## src/rtl/maze_mc_replicator.sv

```systemverilog
// MAZE injection-side replicator: pass-through register stage, or serial
// expansion of multicast/broadcast into unicast copies around one faulty node.
module maze_mc_replicator #(
  parameter int MESH_W    = 8,
  parameter int MESH_H    = 8,
  parameter int COORD_W   = 3,
  parameter int PAYLOAD_W = 32
) (
  input  logic                 clk,
  input  logic                 rst_n,
  input  logic                 in_valid,
  output logic                 in_ready,
  input  logic [1:0]           in_pkt_type,
  input  logic [COORD_W-1:0]   in_src_x,
  input  logic [COORD_W-1:0]   in_src_y,
  input  logic [COORD_W-1:0]   in_tgt_x,
  input  logic [COORD_W-1:0]   in_tgt_y,
  input  logic [PAYLOAD_W-1:0] in_payload,
  input  logic                 pg_en,
  input  logic [COORD_W-1:0]   pg_node_x,
  input  logic [COORD_W-1:0]   pg_node_y,
  output logic                 out_valid,
  input  logic                 out_ready,
  output logic [1:0]           out_pkt_type,
  output logic [COORD_W-1:0]   out_src_x,
  output logic [COORD_W-1:0]   out_src_y,
  output logic [COORD_W-1:0]   out_tgt_x,
  output logic [COORD_W-1:0]   out_tgt_y,
  output logic [PAYLOAD_W-1:0] out_payload,
  output logic                 out_last,
  output logic                 busy,
  output logic [2*COORD_W:0]   copy_cnt
);

  localparam int CW1   = COORD_W + 1;
  localparam int CNT_W = 2 * COORD_W + 1;
  localparam logic [CW1-1:0] ONE    = CW1'(1);
  localparam logic [CW1-1:0] W_LAST = CW1'(MESH_W - 1);
  localparam logic [CW1-1:0] W_END  = CW1'(MESH_W);
  localparam logic [CW1-1:0] H_END  = CW1'(MESH_H);

  typedef enum logic [1:0] {IDLE, HOLD, EXPAND} state_t;

  state_t state, state_n;

  logic [1:0]         cap_type;
  logic [COORD_W-1:0] flt_x, flt_y;

  logic direct, accept, ld_pass, ld_exp, step, drop;

  logic [CW1-1:0] fst_x, fst_y, fst_nx, fst_ny;
  logic [CW1-1:0] cur_x, cur_y, adv_x, adv_y, adv_nx, adv_ny;
  logic           fst_last, adv_last;

  function automatic logic [2*CW1-1:0] step_raw(
    input logic [1:0]     t,
    input logic [CW1-1:0] x,
    input logic [CW1-1:0] y
  );
    logic [CW1-1:0] nx, ny;
    nx = x;
    ny = y;
    case (t)
      2'b01: ny = y + ONE;
      2'b10: nx = x + ONE;
      default: begin
        if (x == W_LAST) begin
          nx = '0;
          ny = y + ONE;
        end else begin
          nx = x + ONE;
        end
      end
    endcase
    return {nx, ny};
  endfunction

  function automatic logic is_fault(
    input logic [CW1-1:0]     x,
    input logic [CW1-1:0]     y,
    input logic [COORD_W-1:0] fx,
    input logic [COORD_W-1:0] fy
  );
    return (x == {1'b0, fx}) && (y == {1'b0, fy});
  endfunction

  // A single fault can only cost one extra step.
  function automatic logic [2*CW1-1:0] next_dest(
    input logic [1:0]         t,
    input logic [CW1-1:0]     x,
    input logic [CW1-1:0]     y,
    input logic [COORD_W-1:0] fx,
    input logic [COORD_W-1:0] fy
  );
    logic [CW1-1:0] ax, ay;
    {ax, ay} = step_raw(t, x, y);
    if (is_fault(ax, ay, fx, fy))
      {ax, ay} = step_raw(t, ax, ay);
    return {ax, ay};
  endfunction

  function automatic logic in_mesh(
    input logic [1:0]     t,
    input logic [CW1-1:0] x,
    input logic [CW1-1:0] y
  );
    return (t == 2'b10) ? (x < W_END) : (y < H_END);
  endfunction

  assign direct = ~pg_en | (in_pkt_type == 2'b00);

  always_comb begin
    fst_x = '0;
    fst_y = '0;
    case (in_pkt_type)
      2'b01:   fst_x = {1'b0, in_tgt_x};
      2'b10:   fst_y = {1'b0, in_tgt_y};
      default: ;
    endcase
    if (is_fault(fst_x, fst_y, pg_node_x, pg_node_y))
      {fst_x, fst_y} = step_raw(in_pkt_type, fst_x, fst_y);
    {fst_nx, fst_ny} = next_dest(in_pkt_type, fst_x, fst_y,
                                 pg_node_x, pg_node_y);
    fst_last = ~in_mesh(in_pkt_type, fst_nx, fst_ny);
    cur_x = {1'b0, out_tgt_x};
    cur_y = {1'b0, out_tgt_y};
    {adv_x, adv_y} = next_dest(cap_type, cur_x, cur_y, flt_x, flt_y);
    {adv_nx, adv_ny} = next_dest(cap_type, adv_x, adv_y, flt_x, flt_y);
    adv_last = ~in_mesh(cap_type, adv_nx, adv_ny);
  end

  always_ff @(posedge clk or negedge rst_n) begin
    if (!rst_n) state <= IDLE;
    else        state <= state_n;
  end

  always_comb begin
    state_n = state;
    unique case (state)
      IDLE: begin
        if (in_valid) state_n = direct ? HOLD : EXPAND;
      end
      HOLD: begin
        if (out_ready)
          state_n = in_valid ? (direct ? HOLD : EXPAND) : IDLE;
      end
      EXPAND: begin
        if (out_ready && out_last) state_n = IDLE;
      end
      default: state_n = IDLE;
    endcase
  end

  always_comb begin
    in_ready = 1'b0;
    unique case (state)
      IDLE:    in_ready = 1'b1;
      HOLD:    in_ready = out_ready;
      default: in_ready = 1'b0;
    endcase
    accept  = in_valid & in_ready;
    ld_pass = accept & direct;
    ld_exp  = accept & ~direct;
    step    = (state == EXPAND) & out_ready & ~out_last;
    drop    = ~accept & out_ready &
              ((state == HOLD) | ((state == EXPAND) & out_last));
  end

  always_ff @(posedge clk or negedge rst_n) begin
    if (!rst_n) begin
      out_valid    <= 1'b0;
      out_last     <= 1'b0;
      busy         <= 1'b0;
      copy_cnt     <= '0;
      out_pkt_type <= '0;
      out_src_x    <= '0;
      out_src_y    <= '0;
      out_tgt_x    <= '0;
      out_tgt_y    <= '0;
      out_payload  <= '0;
      cap_type     <= '0;
      flt_x        <= '0;
      flt_y        <= '0;
    end else if (ld_pass) begin
      out_valid    <= 1'b1;
      out_last     <= 1'b1;
      busy         <= 1'b0;
      copy_cnt     <= CNT_W'(1);
      out_pkt_type <= in_pkt_type;
      out_src_x    <= in_src_x;
      out_src_y    <= in_src_y;
      out_tgt_x    <= in_tgt_x;
      out_tgt_y    <= in_tgt_y;
      out_payload  <= in_payload;
    end else if (ld_exp) begin
      out_valid    <= 1'b1;
      out_last     <= fst_last;
      busy         <= 1'b1;
      copy_cnt     <= CNT_W'(1);
      out_pkt_type <= 2'b00;
      out_src_x    <= in_src_x;
      out_src_y    <= in_src_y;
      out_tgt_x    <= fst_x[COORD_W-1:0];
      out_tgt_y    <= fst_y[COORD_W-1:0];
      out_payload  <= in_payload;
      cap_type     <= in_pkt_type;
      flt_x        <= pg_node_x;
      flt_y        <= pg_node_y;
    end else if (step) begin
      out_last     <= adv_last;
      copy_cnt     <= copy_cnt + CNT_W'(1);
      out_tgt_x    <= adv_x[COORD_W-1:0];
      out_tgt_y    <= adv_y[COORD_W-1:0];
    end else if (drop) begin
      out_valid    <= 1'b0;
      out_last     <= 1'b0;
      busy         <= 1'b0;
      copy_cnt     <= '0;
    end
  end

endmodule
```

## config.mk

```make
export PLATFORM = sky130hd
export DESIGN_NAME = maze_mc_replicator
export DESIGN_NICKNAME = d
export VERILOG_FILES = /design/src/rtl/maze_mc_replicator.sv
export SDC_FILE = /design/constraint.sdc
export NUM_CORES = 1
export LEC_CHECK = 0
export ABC_CLOCK_PERIOD_IN_PS = 13550
export BUFFER_PORTS_ARGS = -buffer_cell sky130_fd_sc_hd__buf_4
export CAP_MARGIN = 20
export CORE_ASPECT_RATIO = 0.8
export CORE_MARGIN = 4
export CORE_UTILIZATION = 40
export CTS_CLUSTER_SIZE = 20
export DETAILED_ROUTE_END_ITERATION = 8
export GPL_ROUTABILITY_DRIVEN = 1
export PLACE_DENSITY_LB_ADDON = 0.08
export SETUP_SLACK_MARGIN = 0.3
export SLEW_MARGIN = 20
export SYNTH_ARGS = -nofsm -noshare
export SYNTH_HDL_FRONTEND = slang
export SYNTH_SLANG_ARGS = --single-unit
```

## constraint.sdc

```tcl
create_clock -name clk -period 13.55 [get_ports clk]
set_input_delay 0.6775 -clock clk [delete_from_list [all_inputs] [get_ports clk]]
set_output_delay 0.6775 -clock clk [all_outputs]
set_load 0.01 [all_outputs]
```

======== Word level (Yosys, flattened, before mapping) ========
Index checks and enable logic that the tools add are counted.
cells by class
  $add $sub $neg .......................... 15
  $lt $le $gt $ge ......................... 4
  eq/ne operators ......................... 25
  muxes and demuxes ....................... 73
  bitwise logic cells ..................... 17
  reductions and logical operators ........ 14
operator list
  cell                                                 count
  one-hot mux 4 bit (2 select lines)                   14
  two-way mux 4 bit                                    22
  two-way mux 32 bit                                   2
  adder 4 x 1 -> 4 bit, second input constant          12
  two-way mux 3 bit                                    12
  equality test 4 x 3 -> 1 bit                         8
  two-way mux 7 bit                                    4
  equality test 4 x 3 -> 1 bit, second input constant  6
  < comparator 4 bit, second input constant            4
  two-way mux 2 bit                                    7
  two-way mux 1 bit                                    10
  adder 3 x 1 -> 4 bit, second input constant          2
  bitwise AND 1 bit                                    8
  adder 7 x 1 -> 7 bit, second input constant          1
  inverter 1 bit                                       7
  equality test 2 x 1 -> 1 bit, second input constant  3
  equality test 2 bit, second input constant           3
  != test 2 bit, second input constant                 3
  one-hot mux 2 bit (3 select lines)                   1
  nonzero test 3 bit                                   2
  logical AND 1 bit                                    5
  logical NOT 2 bit                                    2
  AND reduction 2 bit                                  2
  nonzero test 4 bit                                   1
  other kinds (6)                                      7
storage, ports and cells
  register bits after elaboration ......... 66

======== Depth between registers and ports, before layout ========
  depth after elaboration ................. 20
  depth in mapped cells ................... 24
  gate-level depth less buffers ........... 22

======== Worst setup path before layout ========
Ideal clock, no wire load.
  kind .................................... register to register
  start ................................... reg cap_type[0]
  end ..................................... reg out_last
  setup time .............................. 0.096 ns
  arrival time ............................ 4.180 ns
  required time ........................... 13.454 ns
  slack ................................... 9.275 ns
  cell stages (with the launch flop) ...... 25
  buffers on the path ..................... 3
  cells stage by stage .................... dfrtp_1 > inv_1 > ha_1 > buf_4 > buf_2 > buf_1 > o21ai_0 > inv_1 > ha_1 > nand2_1 > inv_1 > a32oi_1 > nor3_1 > o21bai_1 > inv_1 > ha_1 > nand2_1 > nor4_1 > nand3_1 > nand3_1 > a21oi_1 > a311oi_1 > nor4bb_1 > a31oi_1 > nor4_2
on the way
  word-level cells in the longest chain between the ends .. 19
  elaborated cells between the ends (all ways) .. 42
ends and longest elaborated chain
  item                                                                        RTL line  RTL
  from (decl)                                                                 46        logic [1:0] cap_type;
  from (signal assigned)                                                      206       cap_type <= in_pkt_type;
  equality test 2 bit / equality test 2 x 1 -> 1 bit (equally long branches)  63, 107
  one-hot mux 4 bit (2 select lines)                                          63        case (t)
  adder 4 x 1 -> 4 bit (tied with other cells)                                64, 69
  two-way mux 4 bit                                                           67        if (x == W_LAST) begin
  one-hot mux 4 bit (2 select lines)                                          63
  two-way mux 4 bit                                                           97        if (is_fault(ax, ay, fx, fy))
  adder 4 x 1 -> 4 bit (tied with other cells)                                64, 69
  two-way mux 4 bit                                                           67
  [... 3 more ...]                                                            n/a
  one-hot mux 4 bit (2 select lines)                                          63
  two-way mux 4 bit                                                           97
  < comparator 4 bit                                                          107       return (t == 2'b10) ? (x < W_END) : (y < H_END);
  two-way mux 1 bit *                                                         107
  inverter 1 bit *                                                            129       adv_last = ~in_mesh(cap_type, adv_nx, adv_ny);
  two-way mux 1 bit *                                                         209       end else if (step) begin
  two-way mux 1 bit *                                                         195       end else if (ld_exp) begin
  two-way mux 1 bit *                                                         184       end else if (ld_pass) begin
  to (signal assigned)                                                        197       out_last <= fst_last;
  to (signal assigned)                                                        210       out_last <= adv_last;
  to (decl)                                                                   30        output logic out_last,
Every way passes the cells marked *; elsewhere a longest branch is shown, timed or not.
A chain may end at the register's enable or synchronous reset.

======== Worst setup path after layout ========
Ends and elaborated chain as after synthesis.

==> results.toml <==
[die]
fp.dieH_um = 108
ios = 114
die_w_um = 133
core_um2 = 12300
die-area_um2 = 14500
rows = 36
start_util_pct = 41.1

[cells_and_area]
final_layout_size_suffix_gt1_share_pct = 23.7
n_antenna_cell = 0
nNetsFinal = 807
syn_to_final_growth_pct = 25.0
finalInstanceArea_um2 = 6300

[routing]
routedWlPerCell_um = 17.5
vias = 5073
wl_mm = 15.9
drt_first_iter_violations = 520
final_antenna_net_count = 0
drc_errors = 0
firstDrtPassIters = 5
viasPerCell = 5.60

[global_routing]
use_met3_pct = 5.12
grt.met2_usage_pct = 33.0
grt_pass1_vias = 4808
grt_max_degree = 67
gr-usage-all-layers_pct = 21.9
antenna_found_initial = 0
grtUsageMet1_pct = 31.3
grt_pass1_wl_mm = 25.3
top_usage_layer = "met2"
grt-ovfl-total = 0

[synth]
syn_avg_cell_area_um2 = 7.94
synth_edf_count = 0
synthSimpleGateAreaFrac_pct = 28.0
synth_xor_area_share_pct = 3.28
synth-async-reset-ratio_pct = 100
synth.distinct_cells = 85
syn_inst = 634
synth_fp_nets = 711
synthMuxAreaShare_pct = 3.28
synth_fa_ha_area_share_pct = 4.97
synth_seq_cells = 66
yosys.area.top_type_share_pct = 32.8
ys_top_cells_by_area = "dfrtp_1 (33%), nand2_1 (12%), ha_1 (5.0%)"
synth_top_family_by_area = "simple AND/OR/NAND/NOR gates"
yosys_warnings = 0
synth_compound_area_share_pct = 23.6
yosysSeqAreaShare_pct = 32.8
syn_area_um2 = 5040
yosys_most_used_dff = "dfrtp_1"
synth_top_area_cell = "dfrtp_1"

[sta]
finalMaxSlewViolations = 0
fin_crit_ns = 5.25
fin_setup_tns_ns = 0
slew-limit-headroom_pct = 32.7
rsz0062_at_grt = "false"
worst_pin_slew_ns = 1.01
hold_viol = 0
fmax_mhz = 190
fin_crit_sh_pct = 38.8
fin_hold_ws_ns = 0.459
skew_ns = 0.00583
finalSetupViolations = 0

[power_and_ir_drop]
p_leak_nw = 2.99
power_density_nw_per_um2 = 205
report.power.total_mw = 1.29
ir_drop_uv = 76.9

[placement]
hpwl_mm = 11.8
place_area_um2 = 5990
routabilityCongestion = 0.932
place.port_buffers = 113

[flow_run]
cap_violations = 0

[cts]
ctsResizeCount = 0
clock-root-buffer = "clkbuf_16"
clockBufferDepth = 2
post_cts.repair.setup_buffers = 0
clkLatencyLatePin_ns = 0.33
h-tree-depth = 3
cts_buffers = 9
cts.sink_count = 66
clkTransAtPathRegs_ns = 0.06
postCtsHoldBufs = 0
cts_tree = "yes"

[worst_hold_path]
hp-class = "in2async"

[setup_path]
endpoint_kind = "flip-flop"
critPathKind = "reg2reg"
critical-path-max-stage-delay_ns = 0.69
crit_arrival_ns = 5.49
cp-start-kind = "flip-flop"
crit_required_ns = 13.79
crit_chain = "inv_1 > ha_1 > buf_4 > nor2b_1 > and3_1 > a211oi_2 > a2111oi_4 > nand2_2 > o22ai_1 > ha_1 > nand2_1 > nor4_1 > nand3_1 > nand3_1 > a21oi_1 > a311oi_1 > nor4bb_1 > a31oi_1 > nor4_2"
critPathSlowestCell = "nor2b_1"
path_max_fanout = 34

[run_status]
outcome = "finished clean"
-- registers in the layout, indices dropped and copies added, names as in the netlist --
| signal | flops |
|---|---|
| state | 2 |
| flt_y | 3 |
| out_tgt_x | 3 |
| copy_cnt | 7 |
| cap_type | 2 |
| out_tgt_y | 3 |
| out_src_y | 3 |
| out_payload | 32 |
| flt_x | 3 |
| out_src_x | 3 |
| out_pkt_type | 2 |
| out_last | 1 |
| out_valid | 1 |
| busy | 1 |
-- cells in the mapped netlist (8+ instances only) --
cell type	n
a211oi_1	8
a21oi_1	27
a31oi_1	9
and3_1	10
clkbuf_1	21
dfrtp_1	66
ha_1	20
inv_1	19
mux2_2	8
nand2_1	167
nand3_1	23
nor2_1	34
nor3_1	11
o21ai_0	38
xor2_1	12
-- area by class of cell --
| class | count | area [um^2] |
|---|---|---|
| fill | 1223 | 5960 |
| multi-input combinational | 517 | 3180 |
| sequential | 66 | 1650 |
| timing repair buffer | 117 | 878 |
| clock buffer | 9 | 225 |
| tap | 171 | 214 |
| clock inverter | 7 | 77.6 |
| inverter | 19 | 71.3 |
-- critical path: cells and delay by family, from the launching register on --
family / cells / cell delay (ns)
flops: 1 / 0.37
buf+inv: 2 / 0.31
simple gates: 9 / 2.42
compound gates: 6 / 1.45
fa+ha+maj: 2 / 0.61
-- stage by stage --
stage	worst slack (ns)	utilization, %	std cells
global placement	8.61	48.9	890
detailed placement	8.49	48.9	890
finish	8.30	51.4	906
CTS	8.44	51.4	906
floorplan	9.27	-	634
global route	7.91	51.4	906
-- path summary, 6_finish.rpt --
path	start	to	slack, ns	cells past startpoint
max	cap_type[0]$_DFFE_PN0P_	out_last$_DFFE_PN0P_	8.30	19
min	rst_n	copy_cnt[5]$_DFFE_PN0P_	0.46	1
max reg2reg	cap_type[0]$_DFFE_PN0P_	out_last$_DFFE_PN0P_	8.30	19
min reg2reg	out_payload[31]$_DFFE_PN0P_	out_payload[31]$_DFFE_PN0P_	0.48	2
max in group asynchronous	rst_n	out_payload[17]$_DFFE_PN0P_	12.52	1
min in group clk	out_payload[31]$_DFFE_PN0P_	out_payload[31]$_DFFE_PN0P_	0.48	2
-- layout by cell type (no fill, tap or decap), types with 3 or more instances in the layout --
master        n
nor2_1       34
nand2b_1      7
xor2_1       12
a31oi_1       9
nand4_1       6
nand3_1      23
a31o_2        3
o21a_1        7
clkbuf_16     9
and3_1       10
and3b_1       4
o22ai_1       7
a21o_1        5
o211ai_1      7
nand2_1     166
buf_4       117
a21oi_1      27
o21ai_0      38
ha_1         20
mux2i_1       6
mux2_2        8
inv_1        19
clkinvlp_4    4
or3_1         5
and2_1        6
a311oi_1      3
xnor2_1       5
o21ai_1       4
nor3_1       11
nor2b_1       5
nor3b_1       3
o221ai_1      3
dfrtp_1      66
a211oi_1      8
-- metal layers --
| metal | part of all wire [%] | up-vias |
|---|---|---|
| li1 | - | 2465 |
| met1 | 48 | 2412 |
| met2 | 44 | 174 |
| met3 | 6.1 | 22 |
| met4 | 1.6 | 0 |
| met5 | 0 | - |
-- where the power goes --
part / leakage (nW) / switching (mW) / internal, mW
Clock: 0.135 / 0.0927 / 0.144
Sequential: 0.817 / 0.0603 / 0.251
Combinational: 2.04 / 0.450 / 0.294
-- kinds of logic after synthesis --
kind of cell | Yosys count
AO/OA/AOI/OAI | 164
adder cells (fa/ha/maj) | 20
XOR/XNOR | 18
flip-flops | 66
buffers and inverters | 51
AND/OR/NAND/NOR | 300
multiplexers | 15
No activity file was read; power rests on OpenSTA's default activity.
